<file path="config.mk">
export PLATFORM = sky130hd
export DESIGN_NAME = mc_controller_flat
export DESIGN_NICKNAME = d
export VERILOG_FILES = /design/src/rtl/mc_pkg.sv /design/src/rtl/mc_controller_if.sv /design/src/rtl/mc_aludec.sv /design/src/rtl/mc_controller.sv /design/src/flat_wrapper.sv
export SDC_FILE = /design/constraint.sdc
export NUM_CORES = 1
export LEC_CHECK = 0
export CORE_ASPECT_RATIO = 1.1
export CORE_MARGIN = 3
export CORE_UTILIZATION = 34
export DETAILED_ROUTE_END_ITERATION = 8
export GPL_TIMING_DRIVEN = 0
export PLACE_DENSITY = 0.87
export SLEW_MARGIN = 0
export SYNTH_ARGS = -nofsm -noshare
export SYNTH_HDL_FRONTEND = slang
export SYNTH_HIERARCHICAL = 1
export SYNTH_SLANG_ARGS = --single-unit
</file>
<file path="constraint.sdc">
create_clock -name clk -period 2.39 [get_ports clk]
set_input_delay 0.3585 -clock clk [delete_from_list [all_inputs] [get_ports clk]]
set_output_delay 0.3585 -clock clk [all_outputs]
set_load 0.05 [all_outputs]
</file>
<file path="src/rtl/mc_pkg.sv">
// Shared types and constants for the multicycle MIPS controller:
// FSM state encoding, opcode/funct fields, ALU op classes and ALU codes.
package mc_pkg;

   typedef enum logic [3:0] {
      FETCH    = 4'd0,
      DECODE   = 4'd1,
      MEMADR   = 4'd2,
      MEMRD    = 4'd3,
      MEMWB    = 4'd4,
      MEMWR    = 4'd5,
      EXECUTE  = 4'd6,
      ALUWB    = 4'd7,
      BRANCH   = 4'd8,
      ADDIEXEC = 4'd9,
      ADDIWB   = 4'd10,
      JUMP     = 4'd11
   } statetype_t;

   localparam logic [5:0] OP_LW    = 6'b100011;
   localparam logic [5:0] OP_SW    = 6'b101011;
   localparam logic [5:0] OP_RTYPE = 6'b000000;
   localparam logic [5:0] OP_BEQ   = 6'b000100;
   localparam logic [5:0] OP_ADDI  = 6'b001000;
   localparam logic [5:0] OP_J     = 6'b000010;

   localparam logic [5:0] FN_ADD = 6'b100000;
   localparam logic [5:0] FN_SUB = 6'b100010;
   localparam logic [5:0] FN_AND = 6'b100100;
   localparam logic [5:0] FN_OR  = 6'b100101;
   localparam logic [5:0] FN_SLT = 6'b101010;

   localparam logic [1:0] ALUOP_ADD   = 2'b00;
   localparam logic [1:0] ALUOP_SUB   = 2'b01;
   localparam logic [1:0] ALUOP_FUNCT = 2'b10;

   localparam logic [2:0] ALU_AND = 3'b000;
   localparam logic [2:0] ALU_OR  = 3'b001;
   localparam logic [2:0] ALU_ADD = 3'b010;
   localparam logic [2:0] ALU_SUB = 3'b110;
   localparam logic [2:0] ALU_SLT = 3'b111;

endpackage

</file>
<file path="src/rtl/mc_controller_if.sv">
// Controller <-> datapath bundle: instruction fields and zero flag in,
// every mux select, enable and ALU control out. master = controller side.
interface mc_controller_if;

   logic [5:0] op;
   logic [5:0] funct;
   logic       zero;
   logic       pcen;
   logic       memwrite;
   logic       irwrite;
   logic       regwrite;
   logic       alusrca;
   logic       iord;
   logic       memtoreg;
   logic       regdst;
   logic [1:0] alusrcb;
   logic [1:0] pcsrc;
   logic [2:0] alucontrol;

   modport master (
      input  op, funct, zero,
      output pcen, memwrite, irwrite, regwrite,
      output alusrca, iord, memtoreg, regdst,
      output alusrcb, pcsrc, alucontrol
   );

   modport slave (
      output op, funct, zero,
      input  pcen, memwrite, irwrite, regwrite,
      input  alusrca, iord, memtoreg, regdst,
      input  alusrcb, pcsrc, alucontrol
   );

endinterface

</file>
<file path="src/rtl/mc_aludec.sv">
// ALU decoder: maps aluop class and funct to the 3-bit ALU control.
// Ports: aluop (2), funct (6) in; alucontrol (3) out.
import mc_pkg::*;

module mc_aludec (
   input  logic [1:0] aluop,
   input  logic [5:0] funct,
   output logic [2:0] alucontrol
);

   always_comb begin
      alucontrol = ALU_ADD;
      case (aluop)
         ALUOP_ADD: alucontrol = ALU_ADD;
         ALUOP_SUB: alucontrol = ALU_SUB;
         default: begin
            // aluop 1x: R-type, funct selects the operation
            case (funct)
               FN_ADD:  alucontrol = ALU_ADD;
               FN_SUB:  alucontrol = ALU_SUB;
               FN_AND:  alucontrol = ALU_AND;
               FN_OR:   alucontrol = ALU_OR;
               FN_SLT:  alucontrol = ALU_SLT;
               default: alucontrol = ALU_ADD;
            endcase
         end
      endcase
   end

endmodule

</file>
<file path="src/rtl/mc_controller.sv">
// Multicycle MIPS control unit: Moore FSM plus ALU decoder.
// Ports: clk, reset (async high), bus (master), state (debug).
import mc_pkg::*;

module mc_controller #(
   parameter int NSTATEBITS = 4
) (
   input  logic                  clk,
   input  logic                  reset,
   mc_controller_if.master       bus,
   output logic [NSTATEBITS-1:0] state
);

   statetype_t cur;
   statetype_t nxt;
   logic       pcwrite;
   logic       branch;
   logic [1:0] aluop;

   always_ff @(posedge clk or posedge reset) begin
      if (reset) cur <= FETCH;
      else       cur <= nxt;
   end

   assign state = NSTATEBITS'(cur);

   always_comb begin
      nxt = FETCH;
      case (cur)
         FETCH: nxt = DECODE;
         DECODE: begin
            case (bus.op)
               OP_LW, OP_SW: nxt = MEMADR;
               OP_RTYPE:     nxt = EXECUTE;
               OP_BEQ:       nxt = BRANCH;
               OP_ADDI:      nxt = ADDIEXEC;
               OP_J:         nxt = JUMP;
               default:      nxt = FETCH;
            endcase
         end
         MEMADR:   nxt = (bus.op == OP_LW) ? MEMRD : MEMWR;
         MEMRD:    nxt = MEMWB;
         EXECUTE:  nxt = ALUWB;
         ADDIEXEC: nxt = ADDIWB;
         default:  nxt = FETCH;
      endcase
   end

   always_comb begin
      pcwrite      = 1'b0;
      branch       = 1'b0;
      aluop        = ALUOP_ADD;
      bus.memwrite = 1'b0;
      bus.irwrite  = 1'b0;
      bus.regwrite = 1'b0;
      bus.alusrca  = 1'b0;
      bus.iord     = 1'b0;
      bus.memtoreg = 1'b0;
      bus.regdst   = 1'b0;
      bus.alusrcb  = 2'b00;
      bus.pcsrc    = 2'b00;
      case (cur)
         FETCH: begin
            bus.irwrite = 1'b1;
            pcwrite     = 1'b1;
            bus.alusrcb = 2'b01;
         end
         DECODE: begin
            // precompute branch target PC+4+(imm<<2)
            bus.alusrcb = 2'b11;
         end
         MEMADR, ADDIEXEC: begin
            bus.alusrca = 1'b1;
            bus.alusrcb = 2'b10;
         end
         MEMRD: bus.iord = 1'b1;
         MEMWB: begin
            bus.memtoreg = 1'b1;
            bus.regwrite = 1'b1;
         end
         MEMWR: begin
            bus.iord     = 1'b1;
            bus.memwrite = 1'b1;
         end
         EXECUTE: begin
            bus.alusrca = 1'b1;
            aluop       = ALUOP_FUNCT;
         end
         ALUWB: begin
            bus.regdst   = 1'b1;
            bus.regwrite = 1'b1;
         end
         BRANCH: begin
            bus.alusrca = 1'b1;
            aluop       = ALUOP_SUB;
            bus.pcsrc   = 2'b01;
            branch      = 1'b1;
         end
         ADDIWB: bus.regwrite = 1'b1;
         JUMP: begin
            bus.pcsrc = 2'b10;
            pcwrite   = 1'b1;
         end
         default: ;
      endcase
   end

   assign bus.pcen = pcwrite | (branch & bus.zero);

   mc_aludec u_aludec (
      .aluop      (aluop),
      .funct      (bus.funct),
      .alucontrol (bus.alucontrol)
   );

endmodule

</file>
<file path="src/flat_wrapper.sv">
// flat-port wrapper written by rule: the top's interface ports become plain ports
module mc_controller_flat 
#(
   parameter int NSTATEBITS = 4
)
  (clk, reset, state, bus_op, bus_funct, bus_zero, bus_pcen, bus_memwrite, bus_irwrite, bus_regwrite, bus_alusrca, bus_iord, bus_memtoreg, bus_regdst, bus_alusrcb, bus_pcsrc, bus_alucontrol);
  mc_controller_if bus_i ();
  input  logic clk;
  input  logic reset;
  output logic [NSTATEBITS-1:0] state;
  input wire logic [$bits(bus_i.op)-1:0] bus_op;
  input wire logic [$bits(bus_i.funct)-1:0] bus_funct;
  input wire logic [$bits(bus_i.zero)-1:0] bus_zero;
  output wire logic [$bits(bus_i.pcen)-1:0] bus_pcen;
  output wire logic [$bits(bus_i.memwrite)-1:0] bus_memwrite;
  output wire logic [$bits(bus_i.irwrite)-1:0] bus_irwrite;
  output wire logic [$bits(bus_i.regwrite)-1:0] bus_regwrite;
  output wire logic [$bits(bus_i.alusrca)-1:0] bus_alusrca;
  output wire logic [$bits(bus_i.iord)-1:0] bus_iord;
  output wire logic [$bits(bus_i.memtoreg)-1:0] bus_memtoreg;
  output wire logic [$bits(bus_i.regdst)-1:0] bus_regdst;
  output wire logic [$bits(bus_i.alusrcb)-1:0] bus_alusrcb;
  output wire logic [$bits(bus_i.pcsrc)-1:0] bus_pcsrc;
  output wire logic [$bits(bus_i.alucontrol)-1:0] bus_alucontrol;
  assign bus_i.op = bus_op;
  assign bus_i.funct = bus_funct;
  assign bus_i.zero = bus_zero;
  assign bus_pcen = bus_i.pcen;
  assign bus_memwrite = bus_i.memwrite;
  assign bus_irwrite = bus_i.irwrite;
  assign bus_regwrite = bus_i.regwrite;
  assign bus_alusrca = bus_i.alusrca;
  assign bus_iord = bus_i.iord;
  assign bus_memtoreg = bus_i.memtoreg;
  assign bus_regdst = bus_i.regdst;
  assign bus_alusrcb = bus_i.alusrcb;
  assign bus_pcsrc = bus_i.pcsrc;
  assign bus_alucontrol = bus_i.alucontrol;
  mc_controller #(.NSTATEBITS(NSTATEBITS)) u_core (.clk(clk), .reset(reset), .bus(bus_i), .state(state));
endmodule
</file>
==> flow_summary.json <==
{
  "cts.clk_slew.worst_paths_ns": 0.04,
  "grt_max_degree": 11,
  "place.gp.congestion": 0.843,
  "ctsHoldBuffers": 0,
  "worstSetupPathType": "register to primary output",
  "hold_violations": 0,
  "drc": 0,
  "r2r_slack_ns": 1.03,
  "synth_area_sq_um": 492,
  "drive_above_1_share": 0.192,
  "seq_area_frac_synth": 0.204,
  "switching_share": 0.585,
  "cp-end-kind": "primary output",
  "cellPowerDensity_mw_per_mm2": 905,
  "root_buffer": "clkbuf_4",
  "cts_tree": "built",
  "slew_violations": 0,
  "floorplan.rows": 13,
  "n_fill_cell": 120,
  "largest_reg_flops": 4,
  "slew_headroom": 0.657,
  "synth.net_count": 83,
  "synth_cell_types": 30,
  "reg2reg_to": "u_core/state[2]",
  "cts_setup_buffers": 0,
  "dieArea_sq_mm": 0.00194,
  "crit_arrival_ns": 1.93,
  "synth_most_common_cell": "nor2_1",
  "finalNonFillerCells": 119,
  "grt_pass1_vias": 616,
  "p_comb_frac": 0.733,
  "hpwl_mm": 1.29,
  "antenna_found_initial": 0,
  "rr_startpoint": "u_core/state[1]",
  "track_usage": 0.180,
  "pwr-share-seq": 0.153,
  "fmax_mhz": 437,
  "avgViaCountPerCell": 5.46,
  "min_path_type": "input port to asynchronous set/reset pin",
  "switchingPower_w": 0.000465,
  "fin_tns_setup_ns": 0,
  "wirelength_mm": 1.64,
  "dr_total_vias": 650,
  "ant_nets": 0,
  "cts_sinks": 4,
  "clockBufferDepth": 2,
  "synth_common_cells": "8 x nor2_1, 7 x nor3_1",
  "die_height_microns": 45.9,
  "cp-start-kind": "register",
  "p_int_w": 0.000330,
  "async_reset_ff_frac": 1.00,
  "outcome": "complete, no violations",
  "drt-initial-drc-count": 21,
  "finalPower_w": 0.000795,
  "critPathMaxFanout": 10,
  "n_antenna_cell": 0,
  "synthCells": 68,
  "clock_power_share": 0.114,
  "cellLeakagePower_nw": 0.364,
  "port_buffers": 33,
  "yosysTopAreaCellShare": 0.204,
  "final_core_util": 0.692,
  "synth_edf_count": 0,
  "ir_drop_v": 0.000564,
  "yosys.area.top_type": "dfrtp_1",
  "finalCritPeriodShare": 0.957,
  "fin_nets": 120,
  "setup_viol_count_final": 0,
  "htreeDepth": 1,
  "area_growth_syn_to_layout_pct": 78.6,
  "maxCapViolCount": 0,
  "ioPinCount": 34,
  "worst_clock_skew_ns": 0.00208,
  "start_util": 0.388,
  "coreArea_sq_mm": 0.00127,
  "fin_crit_ns": 2.29,
  "dp_cells": 116,
  "reg2reg_depth": 3,
  "clock_latency_ns": 0.23,
  "syn_avg_cell_area_sq_um": 7.23,
  "rsz0062_at_grt": "true",
  "synthTopCellsByArea": "dfrtp_1 20%, nor3_1 7.1%, nor2_1 6.1%, xor2_1 5.3%, nand4bb_1 4.6%",
  "cts-buffers-inserted": 3,
  "ys_seq_elements": 4,
  "synth_warnings": 6,
  "worst_slew_pin_slew_ns": 0.513,
  "dr.pass1.iters": 4,
  "die_x_microns": 42.3,
  "grt_pass1_wl_mm": 2.69,
  "critPathRequiredTime_ns": 2.03,
  "grt.overflow.total": 0,
  "drt-wirelength-per-cell_microns": 13.8,
  "synth_flop_cell": "dfrtp_1"
}
[metal layers]
metal  vias up  track usage  routed length (microns)
li1        324            -                        -
met1       285        0.176                      615
met2        37        0.343                      833
met4         0       0.0932                       35
met3         4       0.0553                      158
met5         -            0                        0
[critical path, stage by stage, from the launching register on]
cell,delay [ns]
dfrtp_1,0.48
clkbuf_1,0.40
nand3_1,0.13
a21oi_1,0.15
dlygate4sd2_1,0.54
[stage by stage]
step | worst slack, ns | hold WS [ns] | instance area [sq um]
global placement | -0.403 | 0.544 | 853
global route | -0.0127 | 0.340 | 878
detailed placement | -0.439 | 0.552 | 853
finish | 0.103 | 0.308 | 878
CTS | 0.0127 | 0.306 | 871
floorplan | -0.0549 | 0.125 | 504
[worst max path at each step]
stage	start	endpoint	slack, ns	depth (start not counted)
2_1_floorplan	u_core/state[3]	bus_memtoreg	-0.05	4
3_3_place_gp	u_core/state[2]	bus_alucontrol[1]	-0.40	6
3_5_place_dp	u_core/state[2]	bus_alucontrol[1]	-0.44	6
4_1_cts	u_core/state[3]	bus_alucontrol[1]	0.01	7
5_1_grt	u_core/state[2]	bus_alucontrol[1]	-0.01	6
6_report	u_core/state[0]	bus_pcen	0.10	4
[layout make-up]
| cell class | instances | area [sq um] | area share |
|---|---|---|---|
| tap | 15 | 18.8 | 0.0214 |
| multi-input combinational | 56 | 374 | 0.426 |
| inverter | 4 | 15.0 | 0.0171 |
| clock buffer | 4 | 26.3 | 0.0299 |
| timing repair buffer | 33 | 322 | 0.366 |
| buffer | 3 | 20.0 | 0.0228 |
| sequential | 4 | 103 | 0.117 |
[placed cells by master, fill, tap and decap left out, drive strengths merged]
cell            n
a211oi          1
a21oi           4
a221oi          1
and3            2
buf             3
clkbuf          5
clkdlybuf4s15   2
clkdlybuf4s50  20
dfrtp           4
dlygate4sd2     9
dlymetal6s2s    1
inv             4
nand2           4
nand2b          4
nand3           3
nand3b          1
nand4           1
nand4bb         2
nor2            8
nor3            7
nor4            1
o2111ai         1
o21ai           4
o221ai          1
o22ai           2
o2bb2ai         1
or3             2
or3b            1
or4             1
or4b            1
xor2            3
[kinds of logic after synthesis]
kind of cell           share of synthesized area
XOR/XNOR                                  0.0534
AND/OR/NAND/NOR                            0.461
flip-flops                                 0.204
buffers and inverters                     0.0636
AO/OA/AOI/OAI                              0.219
[power by group through the flow]
stage           Clock, W  Sequential, W  Combinational, W
6_report       0.0000903       0.000122          0.000583
5_1_grt         0.000103       0.000127          0.000610
4_1_cts        0.0000927       0.000114          0.000587
2_1_floorplan          0       0.000163          0.000362
3_5_place_dp           0       0.000115          0.000613
3_3_place_gp           0       0.000114          0.000608
[timing repair]
| item | CTS | global route |
|---|---|---|
| resized for setup | 24 | 7 |
| hold endpoints to repair | 0 | 0 |
| endpoints found under the setup margin | 13 | 2 |
(Power assumes the default switching activity.)
